## src/rtl/dlx_ctrl_fsm.sv

```systemverilog
// Multi-cycle DLX control automaton: sequences IF/ID/EX/MEM/WB, handshakes with ROM/RAM,
// drives datapath strobes, guards memory waits with a watchdog and counts retired instructions.
module dlx_ctrl_fsm #(
  parameter int TIMEOUT = 255,
  parameter int RET_W   = 32
) (
  input  logic             clk,
  input  logic             reset,
  input  logic             i_data_valid,
  input  logic             d_data_valid,
  input  logic             dec_load,
  input  logic             dec_store,
  input  logic             dec_wb,
  output logic             IF,
  output logic             ID,
  output logic             EX,
  output logic             MEM,
  output logic             WB,
  output logic             i_req,
  output logic             ir_load,
  output logic             d_req,
  output logic             d_write_enable,
  output logic             rf_write_enable,
  output logic             pc_update,
  output logic             error,
  output logic [RET_W-1:0] retired_count
);

  typedef enum logic [2:0] {
    S_RST, S_IF, S_ID, S_EX, S_MEM, S_WB, S_ERR
  } state_t;

  localparam int WAIT_W = (TIMEOUT > 1) ? $clog2(TIMEOUT) : 1;
  localparam logic [WAIT_W-1:0] WAIT_LAST = WAIT_W'((TIMEOUT > 0) ? TIMEOUT - 1 : 0);
  localparam bit WDOG_EN = (TIMEOUT > 0);

  state_t            r_state;
  state_t            w_next;
  logic [WAIT_W-1:0] r_wait;
  logic              r_load;
  logic              r_store;
  logic              r_wb;
  logic [RET_W-1:0]  r_retired;
  logic              w_timeout;
  logic              w_waiting;

  // Timeout fires on the last permitted wait cycle, so a valid arriving then still wins.
  assign w_timeout = WDOG_EN && (r_wait == WAIT_LAST);
  assign w_waiting = (r_state == S_IF) || (r_state == S_MEM);

  always_ff @(posedge clk) begin
    if (reset) begin
      r_state <= S_RST;
    end else begin
      r_state <= w_next;
    end
  end

  always_comb begin
    w_next = r_state;
    case (r_state)
      S_RST: w_next = S_IF;
      S_IF: begin
        if (i_data_valid)   w_next = S_ID;
        else if (w_timeout) w_next = S_ERR;
      end
      S_ID: w_next = (dec_load && dec_store) ? S_ERR : S_EX;
      S_EX: begin
        if (r_load || r_store) w_next = S_MEM;
        else if (r_wb)         w_next = S_WB;
        else                   w_next = S_IF;
      end
      S_MEM: begin
        if (d_data_valid)   w_next = r_load ? S_WB : S_IF;
        else if (w_timeout) w_next = S_ERR;
      end
      S_WB:    w_next = S_IF;
      S_ERR:   w_next = S_ERR;
      default: w_next = S_ERR;
    endcase
  end

  always_comb begin
    IF              = (r_state == S_IF);
    ID              = (r_state == S_ID);
    EX              = (r_state == S_EX);
    MEM             = (r_state == S_MEM);
    WB              = (r_state == S_WB);
    error           = (r_state == S_ERR);
    i_req           = IF;
    ir_load         = IF && i_data_valid;
    d_req           = MEM;
    d_write_enable  = MEM && r_store;
    rf_write_enable = WB;
    pc_update       = (EX && !r_load && !r_store && !r_wb) ||
                      (MEM && d_data_valid && r_store) ||
                      WB;
    retired_count   = r_retired;
  end

  // Op class latch, wait counter (restarts whenever a wait state is entered) and retire counter.
  always_ff @(posedge clk) begin
    if (reset) begin
      r_load    <= 1'b0;
      r_store   <= 1'b0;
      r_wb      <= 1'b0;
      r_wait    <= '0;
      r_retired <= '0;
    end else begin
      if (r_state == S_ID) begin
        r_load  <= dec_load;
        r_store <= dec_store;
        r_wb    <= dec_wb;
      end
      if (WDOG_EN && w_waiting && (w_next == r_state)) begin
        r_wait <= r_wait + 1'b1;
      end else begin
        r_wait <= '0;
      end
      if (pc_update) begin
        r_retired <= r_retired + 1'b1;
      end
    end
  end

endmodule

```

## config.mk

```make
export PLATFORM = sky130hd
export DESIGN_NAME = dlx_ctrl_fsm
export DESIGN_NICKNAME = d
export VERILOG_FILES = /design/src/rtl/dlx_ctrl_fsm.sv
export SDC_FILE = /design/constraint.sdc
export NUM_CORES = 1
export LEC_CHECK = 0
export CORE_MARGIN = 3
export CORE_UTILIZATION = 45
export CTS_CLUSTER_DIAMETER = 200
export DETAILED_ROUTE_END_ITERATION = 7
export PLACE_DENSITY_LB_ADDON = 0.12
export RECOVER_POWER = 50
export REMOVE_ABC_BUFFERS = 1
export SYNTH_ARGS = -nofsm -noshare
export SYNTH_HDL_FRONTEND = slang
export SYNTH_SLANG_ARGS = --single-unit
export TNS_END_PERCENT = 50
```

## constraint.sdc

```tcl
create_clock -name clk -period 1.7 [get_ports clk]
set_input_delay 0.34 -clock clk [delete_from_list [all_inputs] [get_ports clk]]
set_output_delay 0.34 -clock clk [all_outputs]
set_load 0.005 [all_outputs]
```

==> flow_summary.ini <==
[sta]
rsz0062_at_grt = true
fin_crit_sh = 1.07
tightest_slew_ns = 0.338
hold_viol = 0
maxSlewHeadroom = 0.774
drv_slew = 0
skew_ns = 0.0140
setup_viol = 23
fmax_ghz = 0.552
fin_ws_ns = -0.113
finalCriticalPeriod_ns = 1.81
setup-tns-final_ns = -1.01

[power_and_ir_drop]
netSwitchingPower_mw = 0.541
leakage_nw = 1.62
p_total_mw = 2.22
clkPwrFrac = 0.366
peakVddDrop_v = 0.000397
sequentialPowerShare = 0.492
p_comb_frac = 0.142
swShare = 0.243
p_int_mw = 1.68
power_density_mw_per_mm2 = 554

[clocking]
cts_tree = yes
htree_levels = 2
cts.sinks = 46
cts_hold_buf = 0
cts_buffers = 5
clock_latency_ns = 0.30
clk_pin_slew_ns = 0.09
clockBufferDepth = 2
cts-root-buf = clkbuf_8

[route]
ant_nets = 0
drc = 0
drtIter0Drc = 135
vias = 2669
drt_wl_total_um = 7640
via_per_inst = 5.69
routedWlPerCell_um = 16.3
first_pass_iters = 4

[logic_synthesis]
yosysUniqueCellTypes = 46
ys_warn_count = 0
synth_compound_area_frac = 0.154
synth-simple-area-share = 0.333
synth.area.mux_share = 0.0424
async_reset_ff_frac = 0
synth-edff-count = 0
synthAdderAreaFrac = 0.0148
ys_ff_latch = 46
yosysSeqAreaShare = 0.363
avgSynthCellArea_um2 = 8.78
synth_top_family_by_area = simple AND/OR/NAND/NOR gates
ys.flop_type = dfxtp_1
syn-instance-count = 289
synthXorXnorAreaFrac = 0.0241
netlist_area_mm2 = 0.00254

[placed_design]
place_inst = 441
place_ws_ns = -0.410
dp_hpwl_um = 4560
gp_congestion = 0.795
port_buffers = 50

[final_layout]
final_cells = 469
final_nets = 408
final_layout_size_suffix_gt1_frac = 0.388
final_util = 0.762
num_antenna_cells = 0
area_delta_synth_final_pct = 58.2
num-fill-cells = 364

[floorplanning]
die_x_um = 81.1
ios = 51
die_h_um = 81.1
start_util = 0.482
dieArea_mm2 = 0.00658
core_region_area_mm2 = 0.00527
fp-row-count = 26

[global_routing]
antenna_found_initial = 0
grt_pass1_wl_um = 10700
grt_max_degree = 46
grt_util_all_layers = 0.203
grt_pass1_vias = 2396
overflow = 0

[setup_path]
start_kind = flip-flop
crit_start = retired_count[1]
worstPathMaxFanout = 4
worst_ep_arrival_time_ns = 2.01
r2r-start = retired_count[1]
worstReg2RegEnd = retired_count[28]
reg2reg_slack_ns = -0.11
r2r_cells = 5
required_ns = 1.90
crit_path_end_kind = flip-flop
crit_type = reg2reg
cp-endpoint = retired_count[28]

[flow_run]
maxCapViolCount = 0

[min_path]
hp-class = reg2reg

[outcome]
status = finished with violations
violations = negative setup slack
synthesized netlist by cell type, types with 4 or more instances:
master    number  area [um2]
inv_1          5        18.8
buf_4          8        60.1
mux2i_1        4        40.0
nor2b_1        7        43.8
and2_1         5        31.3
o31ai_1       16         120
nand3_1       16        80.1
a21oi_1       28         140
dfxtp_1       46         921
nor2_1        26        97.6
and4_1         8        70.1
o21ai_0        9        45.0
mux2_2         6        67.6
and3_1         4        25.0
or3_1          8        50.1
buf_6          4        45.0
xor2_1         5        43.8
nand4_1       11        68.8
nand2_1       11        41.3
or4_1         16         120
buf_2          5        25.0
clkbuf_1       6        22.5
critical path, stage by stage, from the launching register on:
cell and delay (ns):
dfxtp_2 0.36, ha_2 0.19, nand3_1 0.10, or4_4 0.48, nor3_2 0.22, mux2_2 0.36
power groups by stage:
| stage | logic (mW) | clock network [mW] | registers (mW) |
|---|---|---|---|
| after floorplan | 0.0840 | 0 | 1.13 |
| after global placement | 0.233 | 0 | 1.13 |
| after detailed placement | 0.237 | 0 | 1.13 |
| after CTS | 0.268 | 0.822 | 1.10 |
| after global routing | 0.341 | 0.868 | 1.10 |
| final | 0.315 | 0.814 | 1.09 |
cell type report:
class,instances,area (um2),share of cell area
Clock buffer,5,68.8,0.0171
Clock inverter,3,40.0,0.00997
Inverter,5,18.8,0.00467
Multi-Input combinational cell,215,1690,0.420
Sequential cell,46,953,0.237
Tap cell,70,87.6,0.0218
Timing Repair Buffer,125,1160,0.289
repair_timing:
item                                   in CTS  in global routing
gates resized for setup                    48                 71
buffers inserted                            9                  6
setup endpoints to repair                  28                 45
endpoints found under the hold margin       0                  0
cloned                                      0                  5
pin swaps                                  34                 13
layout by cell type, fill, tap and decap left out, types with 5 or more instances in the layout:
master / Yosys / final
or4_1: 16 / 10
a21oi_1: 28 / 16
clkdlybuf4s50_1: 0 / 34
dlygate4sd2_1: 0 / 5
buf_6: 4 / 14
dfxtp_1: 46 / 34
buf_4: 8 / 55
or4_4: 2 / 8
nor2_1: 26 / 24
nor2b_1: 7 / 7
and2_1: 5 / 5
o21ai_0: 9 / 9
or3_1: 8 / 5
dfxtp_4: 0 / 7
nand4_1: 11 / 11
clkbuf_8: 0 / 5
xor2_1: 5 / 5
nand3_1: 16 / 16
and4_1: 8 / 6
dfxtp_2: 0 / 5
a21oi_2: 0 / 11
nand2_1: 11 / 11
o31ai_1: 16 / 14
cell families (layout without fill, tap and decap cells):
logic type,Yosys count,count (layout)
mux,10,10
flops,46,46
compound gates,61,61
xor+xnor,7,7
simple gates,133,134
buf+inv,29,138
fa+ha+maj,3,3
sequential cells by signal, summed over array words and instances, names as in the netlist:
name,flops
retired_count,32
r_wait,8
r_state,3
r_load,1
r_store,1
r_wb,1
per-layer routing:
metal / share of wire / GRT usage / up-vias
met3: 0.061 / 0.0410 / 8
met5: 0 / 0 / -
li1: - / - / 1297
met2: 0.48 / 0.336 / 85
met4: 0.012 / 0.0524 / 0
met1: 0.45 / 0.270 / 1279
per-stage QoR:
step / instance area [um2] / hold slack (ns)
floorplan: 2380 / 0.409
global placement: 3400 / 0.477
detailed placement: 3400 / 0.484
CTS: 3670 / 0.504
global route: 4020 / 0.516
finish: 4020 / 0.505
worst min path at each step:
stage | cells after the start | to | slack, ns | start
2_1_floorplan | 1 | r_state[0] | 0.41 | reset
3_3_place_gp | 2 | retired_count[19] | 0.48 | retired_count[19]
3_5_place_dp | 1 | r_wait[0] | 0.48 | r_wait[0]
4_1_cts | 2 | retired_count[17] | 0.50 | retired_count[17]
5_1_grt | 1 | r_wait[0] | 0.52 | r_wait[0]
6_report | 2 | retired_count[19] | 0.50 | retired_count[19]
Power figures use the tool's default switching activity.
